--- config.mk ---
export PLATFORM = sky130hd
export DESIGN_NAME = ps2_frame_receiver
export DESIGN_NICKNAME = d
export VERILOG_FILES = /design/src/rtl/ps2_rx_pkg.sv /design/src/rtl/ps2_rx_fifo.sv /design/src/rtl/ps2_frame_receiver.sv
export SDC_FILE = /design/constraint.sdc
export NUM_CORES = 1
export LEC_CHECK = 0
export BUFFER_PORTS_ARGS = -buffer_cell sky130_fd_sc_hd__buf_2
export CAP_MARGIN = 20
export CORE_MARGIN = 10
export CORE_UTILIZATION = 50
export DETAILED_ROUTE_END_ITERATION = 16
export PLACE_DENSITY = 0.72
export REMOVE_ABC_BUFFERS = 1
export SYNTH_ARGS = -nofsm -noshare
export SYNTH_HDL_FRONTEND = slang
export SYNTH_SLANG_ARGS = --single-unit
export TNS_END_PERCENT = 30
--- constraint.sdc ---
create_clock -name clock -period 3.6 [get_ports clock]
set_input_delay 0.72 -clock clock [delete_from_list [all_inputs] [get_ports clock]]
set_output_delay 0.72 -clock clock [all_outputs]
set_load 0.01 [all_outputs]
--- src/rtl/ps2_rx_pkg.sv ---
// ps2_rx_pkg: shared FSM states, error codes and parity modes for the PS/2 frame receiver.
package ps2_rx_pkg;

    typedef enum logic [1:0] {IDLE, DATA, PARITY, STOP} state_e;

    localparam logic [1:0] ERR_FRAMING  = 2'd0;
    localparam logic [1:0] ERR_PARITY   = 2'd1;
    localparam logic [1:0] ERR_TIMEOUT  = 2'd2;
    localparam logic [1:0] ERR_OVERFLOW = 2'd3;

    localparam int PAR_NONE = 0;
    localparam int PAR_ODD  = 1;
    localparam int PAR_EVEN = 2;

    // ones_odd is the XOR of all data bits and the received parity bit
    function automatic logic parity_bad(input logic ones_odd, input int mode);
        return (mode == PAR_ODD) ? ~ones_odd : (mode == PAR_EVEN) ? ones_odd : 1'b0;
    endfunction

endpackage

--- src/rtl/ps2_rx_fifo.sv ---
// ps2_rx_fifo: synchronous FIFO with registered head, push/pop/clear and level output.
module ps2_rx_fifo #(
    parameter int WIDTH = 8,
    parameter int DEPTH = 4
) (
    input  logic                       clock_i,
    input  logic                       reset_i,
    input  logic                       clear_i,
    input  logic                       push_i,
    input  logic [WIDTH-1:0]           push_data_i,
    input  logic                       pop_i,
    output logic [WIDTH-1:0]           pop_data_o,
    output logic                       full_o,
    output logic                       empty_o,
    output logic [$clog2(DEPTH+1)-1:0] level_o
);

    localparam int AW = $clog2(DEPTH);
    localparam int LW = $clog2(DEPTH+1);

    logic [WIDTH-1:0] mem_q [DEPTH];
    logic [AW-1:0]    wr_q, rd_q;
    logic [LW-1:0]    cnt_q;
    logic             do_push, do_pop;

    assign full_o     = cnt_q == LW'(DEPTH);
    assign empty_o    = cnt_q == '0;
    assign level_o    = cnt_q;
    assign pop_data_o = mem_q[rd_q];
    assign do_pop     = pop_i & ~empty_o;
    // a pop in the same cycle frees the slot the push needs
    assign do_push    = push_i & (~full_o | do_pop);

    always_ff @(posedge clock_i) begin
        if (reset_i) begin
            wr_q  <= '0;
            rd_q  <= '0;
            cnt_q <= '0;
            for (int i = 0; i < DEPTH; i++) mem_q[i] <= '0;
        end else if (clear_i) begin
            wr_q  <= '0;
            rd_q  <= '0;
            cnt_q <= '0;
        end else begin
            if (do_push) begin
                mem_q[wr_q] <= push_data_i;
                wr_q        <= wr_q + 1'b1;
            end
            if (do_pop) rd_q <= rd_q + 1'b1;
            cnt_q <= cnt_q + LW'(do_push) - LW'(do_pop);
        end
    end

endmodule

--- src/rtl/ps2_frame_receiver.sv ---
// ps2_frame_receiver: PS/2 frame deserialiser with output FIFO and error reporting.
// Optional device_clock glitch filter enabled by defining PS2_RX_GLITCH_FILTER_EN.
module ps2_frame_receiver
    import ps2_rx_pkg::*;
#(
    parameter int DATA_WIDTH    = 8,
    parameter int PARITY_MODE   = 1,
    parameter int TIMEOUT       = 1000,
    parameter int FIFO_DEPTH    = 4,
    parameter int FILTER_CYCLES = 4
) (
    input  logic                            clock,
    input  logic                            reset,
    input  logic                            peripheral_clock,
    input  logic                            device_clock,
    input  logic                            device_data,
    input  logic                            clear,
    output logic [DATA_WIDTH-1:0]           rx_data,
    output logic                            rx_valid,
    input  logic                            rx_ready,
    output logic [$clog2(FIFO_DEPTH+1)-1:0] fifo_level,
    output logic                            error_flag,
    output logic [1:0]                      error_code,
    output logic                            busy
);

    localparam int CW = $clog2(DATA_WIDTH+1);

    logic [1:0]            dclk_q, ddat_q;
    logic [2:0]            pclk_q;
    logic                  lvl, lvl_prev_q, strobe, tick, sdata;
    state_e                state_q;
    logic [CW-1:0]         cnt_q;
    logic [DATA_WIDTH-1:0] shift_q;
    logic                  par_q;
    logic [15:0]           timer_q;
    logic                  err_q;
    logic [1:0]            code_q;
    logic                  timeout, stop_hit, par_bad, framing, parity_err, push, overflow;
    logic                  full, empty;

    always_ff @(posedge clock) begin
        if (reset) begin
            dclk_q     <= '0;
            ddat_q     <= '0;
            pclk_q     <= '0;
            lvl_prev_q <= 1'b0;
        end else begin
            dclk_q     <= {dclk_q[0], device_clock};
            ddat_q     <= {ddat_q[0], device_data};
            pclk_q     <= {pclk_q[1:0], peripheral_clock};
            lvl_prev_q <= lvl;
        end
    end

`ifdef PS2_RX_GLITCH_FILTER_EN
    localparam int FW = $clog2(FILTER_CYCLES+1);
    logic          flt_q;
    logic [FW-1:0] flt_cnt_q;

    // level flips only after FILTER_CYCLES consecutive cycles at the new value
    always_ff @(posedge clock) begin
        if (reset) begin
            flt_q     <= 1'b0;
            flt_cnt_q <= '0;
        end else if (dclk_q[1] == flt_q) begin
            flt_cnt_q <= '0;
        end else if (flt_cnt_q == FW'(FILTER_CYCLES-1)) begin
            flt_q     <= dclk_q[1];
            flt_cnt_q <= '0;
        end else begin
            flt_cnt_q <= flt_cnt_q + 1'b1;
        end
    end

    assign lvl = flt_q;
`else
    logic unused_filter;
    assign unused_filter = ^FILTER_CYCLES;
    assign lvl           = dclk_q[1];
`endif

    assign strobe     = lvl_prev_q & ~lvl;
    assign tick       = pclk_q[1] & ~pclk_q[2];
    assign sdata      = ddat_q[1];
    assign timeout    = (state_q != IDLE) && (timer_q == 16'(TIMEOUT));
    assign stop_hit   = (state_q == STOP) && strobe && !timeout;
    assign par_bad    = parity_bad(^shift_q ^ par_q, PARITY_MODE);
    assign framing    = stop_hit & ~sdata;
    assign parity_err = stop_hit & sdata & par_bad;
    assign push       = stop_hit & sdata & ~par_bad;
    assign overflow   = push & full & ~rx_ready;

    always_ff @(posedge clock) begin
        if (reset) begin
            state_q <= IDLE;
            cnt_q   <= '0;
            shift_q <= '0;
            par_q   <= 1'b0;
            timer_q <= '0;
            err_q   <= 1'b0;
            code_q  <= ERR_FRAMING;
        end else if (clear) begin
            state_q <= IDLE;
            timer_q <= '0;
            err_q   <= 1'b0;
        end else begin
            err_q <= timeout | framing | parity_err | overflow;
            if (timeout | framing | parity_err | overflow)
                code_q <= timeout ? ERR_TIMEOUT : framing ? ERR_FRAMING :
                          parity_err ? ERR_PARITY : ERR_OVERFLOW;
            timer_q <= (state_q == IDLE || strobe) ? '0 :
                       (tick && timer_q != '1) ? timer_q + 1'b1 : timer_q;
            if (timeout) begin
                state_q <= IDLE;
                timer_q <= '0;
            end else if (strobe) begin
                case (state_q)
                    IDLE: if (!sdata) begin
                        state_q <= DATA;
                        cnt_q   <= '0;
                    end
                    DATA: begin
                        shift_q <= DATA_WIDTH'({sdata, shift_q} >> 1);
                        cnt_q   <= cnt_q + 1'b1;
                        if (cnt_q == CW'(DATA_WIDTH-1))
                            state_q <= (PARITY_MODE != PAR_NONE) ? PARITY : STOP;
                    end
                    PARITY: begin
                        par_q   <= sdata;
                        state_q <= STOP;
                    end
                    STOP: state_q <= IDLE;
                endcase
            end
        end
    end

    ps2_rx_fifo #(.WIDTH(DATA_WIDTH), .DEPTH(FIFO_DEPTH)) u_fifo (
        .clock_i     (clock),
        .reset_i     (reset),
        .clear_i     (clear),
        .push_i      (push),
        .push_data_i (shift_q),
        .pop_i       (rx_ready),
        .pop_data_o  (rx_data),
        .full_o      (full),
        .empty_o     (empty),
        .level_o     (fifo_level)
    );

    assign rx_valid   = ~empty;
    assign error_flag = err_q;
    assign error_code = code_q;
    assign busy       = state_q != IDLE;

endmodule

======== Word-level counts from Yosys, hierarchy flattened ========
Memories as Yosys holds them, arrays and structs flattened. A register that Yosys moved wholly into a read port is not among the register bits.
Cells that the tools add are included.
cells by class
  add/subtract/negate cells ............... 6
  equality and inequality tests ........... 9
  multiplexer cells ....................... 19
  bitwise operators ....................... 24
  reduce and logical (&&, ||, !) cells .... 20
operator list
  operator               count
  $add 16x1->16 const B  1
  $eq 16x10->1 const B   1
  $mux 2                 8
  $ne 16x16->1 const B   1
  $and 1x1->1            10
  $not 1->1              9
  $mux 8                 1
  $pmux 2 s4             1
  $pmux 4 s2             1
  $reduce_and 4->1       2
  $reduce_or 8->1        1
  $reduce_xor 8->1       1
  $mux 1                 7
  $reduce_and 5->1       1
  $add 2x1->2 const B    2
  $add 4x1->4 const B    1
  $eq 2x2->1 const B     2
  $eq 4x3->1 const B     1
  $logic_and 1x1->1      4
  $mux 4                 1
  $ne 2x2->1 const B     2
  $or 1x1->1             4
  $reduce_bool 2->1      2
  $reduce_or 4->1        1
  other kinds (13)       13
word-level totals
  register bits ........................... 49
  RAM bits ................................ 32
  input bits .............................. 7
  output and inout bits ................... 16
  logic and storage cells ................. 93
  memories kept ........................... 1
memory list
  memory        depth  width  read ports  clocked after Yosys merged registers in  write ports  line               text
  u_fifo.mem_q  4      8      1           1                                        4            ps2_rx_fifo.sv:21  logic [WIDTH-1:0] mem_q [DEPTH];

======== Depth between registers and ports, before layout ========
Gate-level depths: netlist (run 1).
  word-level depth ........................ 13
  depth in mapped cells ................... 10
  mapped depth without buffers ............ 9

======== By module ========
Synthesis (run 1) repeated with hierarchy kept, for this count alone.
second synthesis, totals
  cells, all modules ...................... 357
  area total of the unflattened synthesis .. 3,993.8 µm²
by module, submodules not included
  module              times used  cells each  area each (µm²)  sequential area each (µm²)
  ps2_frame_receiver  1           225         2,109.5          840.8
  ps2_rx_fifo         1           132         1,884.3          1,141.1

======== Worst setup path before layout (run 1) ========
OpenSTA, ideal clock, no wires.
  path kind ............................... input -> register
  from .................................... input port rx_ready
  to ...................................... memory u_fifo.mem_q[0][0] (enable)
  setup time .............................. 0.375 ns
  arrival time ............................ 2.363 ns
  required time ........................... 3.225 ns
  setup slack ............................. 0.861 ns
  stages on the path ...................... 7
  buffers on the path ..................... 2
  cell sequence ........................... nor4b_1 nand2b_1 or2_2 clkbuf_1 or3_4 buf_6 o31ai_2
RTL lines
  item             line                      text
  start, declared  ps2_frame_receiver.sv:20  input logic rx_ready,
  end, declared    ps2_rx_fifo.sv:21

==> summary.md, run 1 <==
| Metric | Value |
|---|---|
| Number of global-route vias before repair | 2497 |
| Post-CTS sizing | 0 |
| Post-route antenna net violation count | 0 |
| Share of layout cells above drive strength 1 | 16.7% |
| Clock sinks | 83 |
| CORE AREA | 7730 sq um |
| Min Tclk post-route | 2.86 ns |
| GRT Overall Usage | 13.1% |
| Layout Skew | 0.00985 ns |
| Final hold violations | 0 |
| Via density | 5.36 |
| # hold bufs at CTS | 0 |
| Row count | 32 |
| Die ar. | 11900 sq um |
| Post-CTS Setup Bufs | 0 |
| Largest net degree at the start of global routing | 27 |
| Number of I/O port buffers | 22 |
| Post-synthesis register bit count | 83 |
| Root buffer cell | clkbuf_8 |
| CP startpoint | shift_q[4] |
| Final HPWL DP | 5220 um |
| Achievable Freq | 0.349 GHz |
| Diodes inserted | 0 |
| Ys flop type | dfxtp_1 |
| Initial antenna violation count | 0 |
| Crit Path Class | reg -> reg |
| Setup violations, final | 0 |
| Pleak | 1.44 nW |
| Total power | 1.74 mW |
| Avg WL per Cell | 15.2 um |
| Tightest Hold Check Type | reg -> reg |
| EDFF count, synth | 32 |
| CP required | 3.59 ns |
| Grt total ovfl | 0 |
| Register-to-register setup slack | 0.74 ns |
| Max-cap viol count | 0 |
| Synthesis warning total | 0 |
| Sequential share of the synthesized area | 50.1% |
| Via Count | 2573 |
| Fraction of registers with async set or reset after synthesis | 0% |
| RR Startpoint | shift_q[4] |
| Setup TNS | 0 ns |
| Drt drc | 0 |
| PwrDens | 403 nW/um^2 |
| Max FO, Critical Path | 11 |
| Final std cells w/o fill | 480 |
| CTS tree | yes |
| Syn Area/Cell | 11.1 sq um |
| Area contributors post-synth | dfxtp_1 26%, edfxtp_1 24%, mux4_2 4.6% |
| Unrepaired setup endpoints after global routing | false |
| Slew @ Worst Pin | 0.830 ns |
| Share of the synthesized area in the top cell type | 25.8% |
| Gpl congestion | 0.797 |
| H-tree depth | 3 |
| Cell count after synthesis | 357 |
| Worst Setup End Kind | flop |
| Post-layout nets | 391 |
| Boundary Pins | 23 |
| Max_slew headroom | 44.6% |
| Worst setup SP type | flop |
| Later-pin clock latency in the skew report | 0.35 ns |
| Mapped Area | 3960 sq um |
| Filler cell count | 642 |
| Synth area leader | dfxtp_1 |
| Register clock-pin slew on the reported worst setup and hold paths | 0.09 ns |
| CTS max path bufs | 2 |
| WL final | 7300 um |
| Cts bufs inserted | 9 |
| Post-synth cell types | 51 |
| 1st-pass router iterations | 4 |
| Global-route wire length before repair | 12400 um |
| DIE WIDTH | 109 um |
| Initial cell density of the core | 51.2% |
| Area delta synth->final | 9.39% |
| Fin crit share | 79.5% |
| Starting DRT DRC Count | 98 |
| Status | complete, no violations |
| Inst Count DP | 464 |
| Die Height | 109 um |
| Hold Path Origin | ddat_q[0] |
| WP data arrival | 2.85 ns |
| Max VDD drop | 0.284 mV |
| Count of pins over their slew limit | 0 |
==> metrics by stage <==
stage	hold WS, ns	instance area, sq um	worst slack [ns]	utilization (%)
after floorplan	0.414	3870	0.997	-
after global placement	0.418	4120	0.771	53.3
after detailed placement	0.426	4120	0.629	53.3
after CTS	0.448	4330	0.724	56.0
after global routing	0.457	4330	0.554	56.0
final	0.446	4330	0.739	56.0
==> layout by cell type (no fill, tap or decap), types with 2 or more instances in the layout <==
cell type	synthesis	layout
dfxtp_1	51	51
nor2_1	39	39
edfxtp_1	32	32
buf_2	1	22
and2_1	21	21
xnor2_1	19	19
inv_1	15	15
nand2_1	14	14
and4_1	11	11
nor2b_1	11	11
mux2i_1	10	10
ha_1	10	10
nand3_1	9	9
clkbuf_8	0	9
mux4_2	8	8
a21oi_1	8	8
nor3_1	7	7
nor4b_1	6	6
xor2_1	6	6
nor4b_2	6	6
nand4_1	5	5
nor4_1	5	5
a211oi_1	5	5
nand2b_1	4	4
inv_6	0	4
and3_1	3	3
o211ai_1	3	3
o21ai_0	3	3
or3_1	2	2
or2_2	2	2
a31o_2	2	2
nand3b_1	2	2
nand4b_1	2	2
clkinv_4	0	2
buf_4	0	2
==> sequential cells by signal (all words and copies together) (netlist names), 3 cells and up, named ones only <==
| name | count |
|---|---|
| shift_q | 8 |
| u_fifo.mem_q | 32 |
| u_fifo.level_o | 3 |
| timer_q | 16 |
| pclk_q | 3 |
| cnt_q | 4 |
==> cell type report <==
cell class | instances | area, sq um | share of cell area (%)
flip-flops and latches | 83 | 1980 | 45.8
multi-input cells | 240 | 1830 | 42.3
well taps | 102 | 128 | 2.95
repair buffers | 24 | 125 | 2.89
clock buffers | 9 | 124 | 2.86
clock inverters | 7 | 82.6 | 1.91
inverters | 15 | 56.3 | 1.30
==> report_power, final <==
part	internal [mW]	switching [mW]	total (mW)
clock	0.333	0.362	0.695
sequential	0.994	0.00723	1.00
combinational	0.0185	0.0298	0.0483
total	1.34	0.399	1.74
==> logic make-up (layout without fill, tap and decap cells) <==
family | after synthesis | in the layout | synth area share [%]
buffers and inverters | 34 | 55 | 3.64
adders and majority gates | 11 | 11 | 3.67
AOI/OAI and AO/OA | 30 | 30 | 5.12
muxes | 18 | 18 | 7.08
xor gates and xnor gates | 26 | 26 | 6.10
and+or+nand+nor | 155 | 155 | 24.3
DFF | 83 | 83 | 50.1
==> cells in the mapped netlist (2+ instances only) <==
cell type,count
a211oi_1,5
a21oi_1,8
a31o_2,2
and2_1,21
and3_1,3
and4_1,11
buf_6,2
clkbuf_1,15
dfxtp_1,51
edfxtp_1,32
ha_1,10
inv_1,15
mux2i_1,10
mux4_2,8
nand2_1,14
nand2b_1,4
nand3_1,9
nand3b_1,2
nand4_1,5
nand4b_1,2
nor2_1,39
nor2b_1,11
nor3_1,7
nor4_1,5
nor4b_1,6
nor4b_2,6
o211ai_1,3
o21ai_0,3
or2_2,2
or3_1,2
xnor2_1,19
xor2_1,6
==> worst paths after layout <==
| kind | end | cells after the start |
|---|---|---|
| hold reg to reg | ddat_q[1] | 1 |
| setup reg to reg | u_fifo.mem_q[1][7] | 5 |
| hold / removal | ddat_q[1] | 1 |
| setup / recovery | u_fifo.mem_q[1][7] | 5 |
==> routing by layer <==
layer  wire length, um  GRT usage [%]  up-vias
li1                  -              -     1308
met1              3420           17.1     1211
met2              3500           21.1       46
met3               289           3.07        8
met4                85           4.24        0
met5                 0              0        -
==> critical path: stages, from the launching register on <==
cell and delay (ns):
dfxtp_1 0.45, xnor2_1 0.15, xnor3_1 0.42, xnor2_1 0.28
or3_4 0.54, o21ai_1 0.65
Note: power is estimated with default switching activity, not from simulation.
==> run 2, diff against run 1 <==
- PLACE_DENSITY: 0.72 -> 0.75
- clock period: 3.6 -> 2.4 ns (I/O delays scaled with it)
==> summary.md, run 2 (synthesis gave the netlist of run 1 again) <==
| Metric | Value |
|---|---|
| Status | complete, no violations |
| Most flops, register | u_fifo.mem_q |
| WL final | 7480 um (+2.5%) |
| Root buffer cell | clkbuf_8 |
| Hold Path End | pclk_q[0] |
| Starting DRT DRC Count | 97 (-1.0%) |
| Unrepaired setup endpoints after global routing | false |
| Post-route antenna net violation count | 0 (unchanged) |
| CTS max path bufs | 2 (unchanged) |
| Setup WS pre-CTS | -0.00123 ns (-0.630 ns) |
| Later-pin clock latency in the skew report | 0.36 ns (about the same) |
| Multi-input logic area | 1840 sq um (+0.34%) |
| Worst Setup End Kind | flop |
| # hold bufs at CTS | 0 (unchanged) |
| Setup violations, final | 0 (unchanged) |
| Global-route wire length before repair | 12300 um (-1.3%) |
| Clock sinks | 83 (unchanged) |
| Fin crit share | 95.3% (+16 points) |
| Largest net degree at the start of global routing | 27 (unchanged) |
| Placed inst area | 4260 sq um (+3.3%) |
| Row count | 32 (unchanged) |
| Tightest Hold Check Type | in -> reg |
| Critical path's slowest cell | or3_4 |
| CP required | 2.48 ns (-1.11 ns) |
| Die ar. | 11900 sq um (unchanged) |
| Initial cell density of the core | 51.2% (unchanged) |
| Die Height | 109 um (unchanged) |
| Post-layout nets | 409 (+4.6%) |
| Max-cap viol count | 0 (unchanged) |
| Final std cells w/o fill | 498 (+3.8%) |
| Layout Skew | 0.0103 ns (+0.000421 ns) |
| Sequential cell area | 1980 sq um (unchanged) |
| Reg2reg path depth | 7 (+2) |
| Number of I/O port buffers | 22 (unchanged) |
| Max FO, Critical Path | 8 (-3) |
| Depth of the worst hold-timing path | 2 (+1) |
| Worst setup SP type | flop |
| Count of pins over their slew limit | 0 (unchanged) |
| Final WS setup | 0.113 ns (-0.626 ns) |
| Most frequent cells in the layout | 51 x dfxtp_1, 39 x nor2_1, 32 x edfxtp_1 |
| Initial antenna violation count | 0 (unchanged) |
| GRT Overall Usage | 13.2% (+0.11 points) |
| Crit Path Class | reg -> reg |
| Commonest non-fill, non-tap cell in the layout | dfxtp_1 |
| Hold WS | 0.327 ns (-0.119 ns) |
| Cts bufs inserted | 9 (unchanged) |
| Total power | 2.61 mW (+50%) |
| Setup TNS | 0 ns (unchanged) |
| FF-to-FF End | u_fifo.mem_q[0][7] |
| CTS tree | yes |
| RR Startpoint | shift_q[7] |
| Max VDD drop | 0.395 mV (+39%) |
| Register-to-register setup slack | 0.11 ns (-0.63 ns) |
| Boundary Pins | 23 (unchanged) |
| Max reg flops | 32 (unchanged) |
| Number of global-route vias before repair | 2525 (+1.1%) |
| Pleak | 1.53 nW (+6.1%) |
| Min Tclk post-route | 2.29 ns (-0.574 ns) |
| Top flop regs | u_fifo.mem_q x32, timer_q x16, shift_q x8 |
| Grt total ovfl | 0 (unchanged) |
| Avg WL per Cell | 15.0 um (-1.2%) |
| Achievable Freq | 0.437 GHz (+25%) |
| Buf/Inv on CP | 2 (+2) |
| Diodes inserted | 0 (unchanged) |
| Hold Path Origin | peripheral_clock |
| Delay-heaviest family, CP | XOR/XNOR gates |
| Share of layout cells above drive strength 1 | 20.7% (+4.0 points) |
| Slew @ Worst Pin | 0.618 ns (-0.212 ns) |
| Via density | 5.48 (+2.2%) |
| Area delta synth->final | 12.9% |
| 1st-pass router iterations | 4 (unchanged) |
| Critical path, cell by cell | xnor2_1 -> xnor3_1 -> xnor2_1 -> buf_4 -> or3_4 -> o31ai_2 -> buf_4 |
| DIE WIDTH | 109 um (unchanged) |
| CORE AREA | 7730 sq um (unchanged) |
| H-tree depth | 3 (unchanged) |
| Max_slew headroom | 58.8% (+14 points) |
| Inst Count DP | 482 (+3.9%) |
| Final hold violations | 0 (unchanged) |
| Slowest stage delay, CP | 0.38 ns (-0.27 ns) |
| WP data arrival | 2.36 ns (-0.49 ns) |
| Via Count | 2729 (+6.1%) |
| PwrDens | 584 nW/um^2 (+45%) |
| Register clock-pin slew on the reported worst setup and hold paths | 0.08 ns (about the same) |
| Gpl congestion | 0.778 (-2.3%) |
| Post-CTS Setup Bufs | 0 (unchanged) |
| Drt drc | 0 (unchanged) |
| Post-route cell area | 4470 sq um (+3.2%) |
| Final HPWL DP | 5230 um (+0.33%) |
| Layout Utilization | 57.8% (+1.8 points) |
| Filler cell count | 637 (-0.78%) |
run 2: repair_timing:
item / in CTS / in global routing
gates resized for setup: 0 / 1
endpoints found under the setup margin: 0 / 1
endpoints found under the hold margin: 0 / 0
run 2: cell type report:
class | count | share of cell area [%]
Clock buffer | 9 | 2.77
Multi-Input combinational cell | 240 | 41.1
Timing Repair Buffer | 42 | 5.82
Inverter | 15 | 1.26
Sequential cell | 83 | 44.4
Tap cell | 102 | 2.86
Clock inverter | 7 | 1.82
run 2: routing by layer:
metal | global-route usage [%] | vias up | wire length [um]
met5 | 0 | - | 0
met4 | 4.90 | 0 | 97
met3 | 4.13 | 10 | 383
met2 | 21.9 | 58 | 3670
met1 | 15.8 | 1317 | 3330
li1 | - | 1344 | -
run 2: worst max path at each step:
stage | start | end | slack [ns] | depth (start not counted)
floorplan | shift_q[4] | u_fifo.mem_q[2][0] | -0.15 | 5
global placement | rx_ready | u_fifo.level_o[2] | 0.07 | 9
detailed placement | rx_ready | u_fifo.level_o[2] | -0.001 | 9
CTS | shift_q[3] | u_fifo.mem_q[0][7] | 0.10 | 7
global route | flop | rx_data[1] | 0.002 | 2
finish | shift_q[7] | u_fifo.mem_q[0][7] | 0.11 | 7
run 2: report_power, final:
group          switching (mW)  leakage (nW)  internal, mW  total, mW
sequential             0.0100         0.717          1.49       1.50
clock                   0.534         0.101         0.495       1.03
combinational          0.0484         0.708        0.0321     0.0805
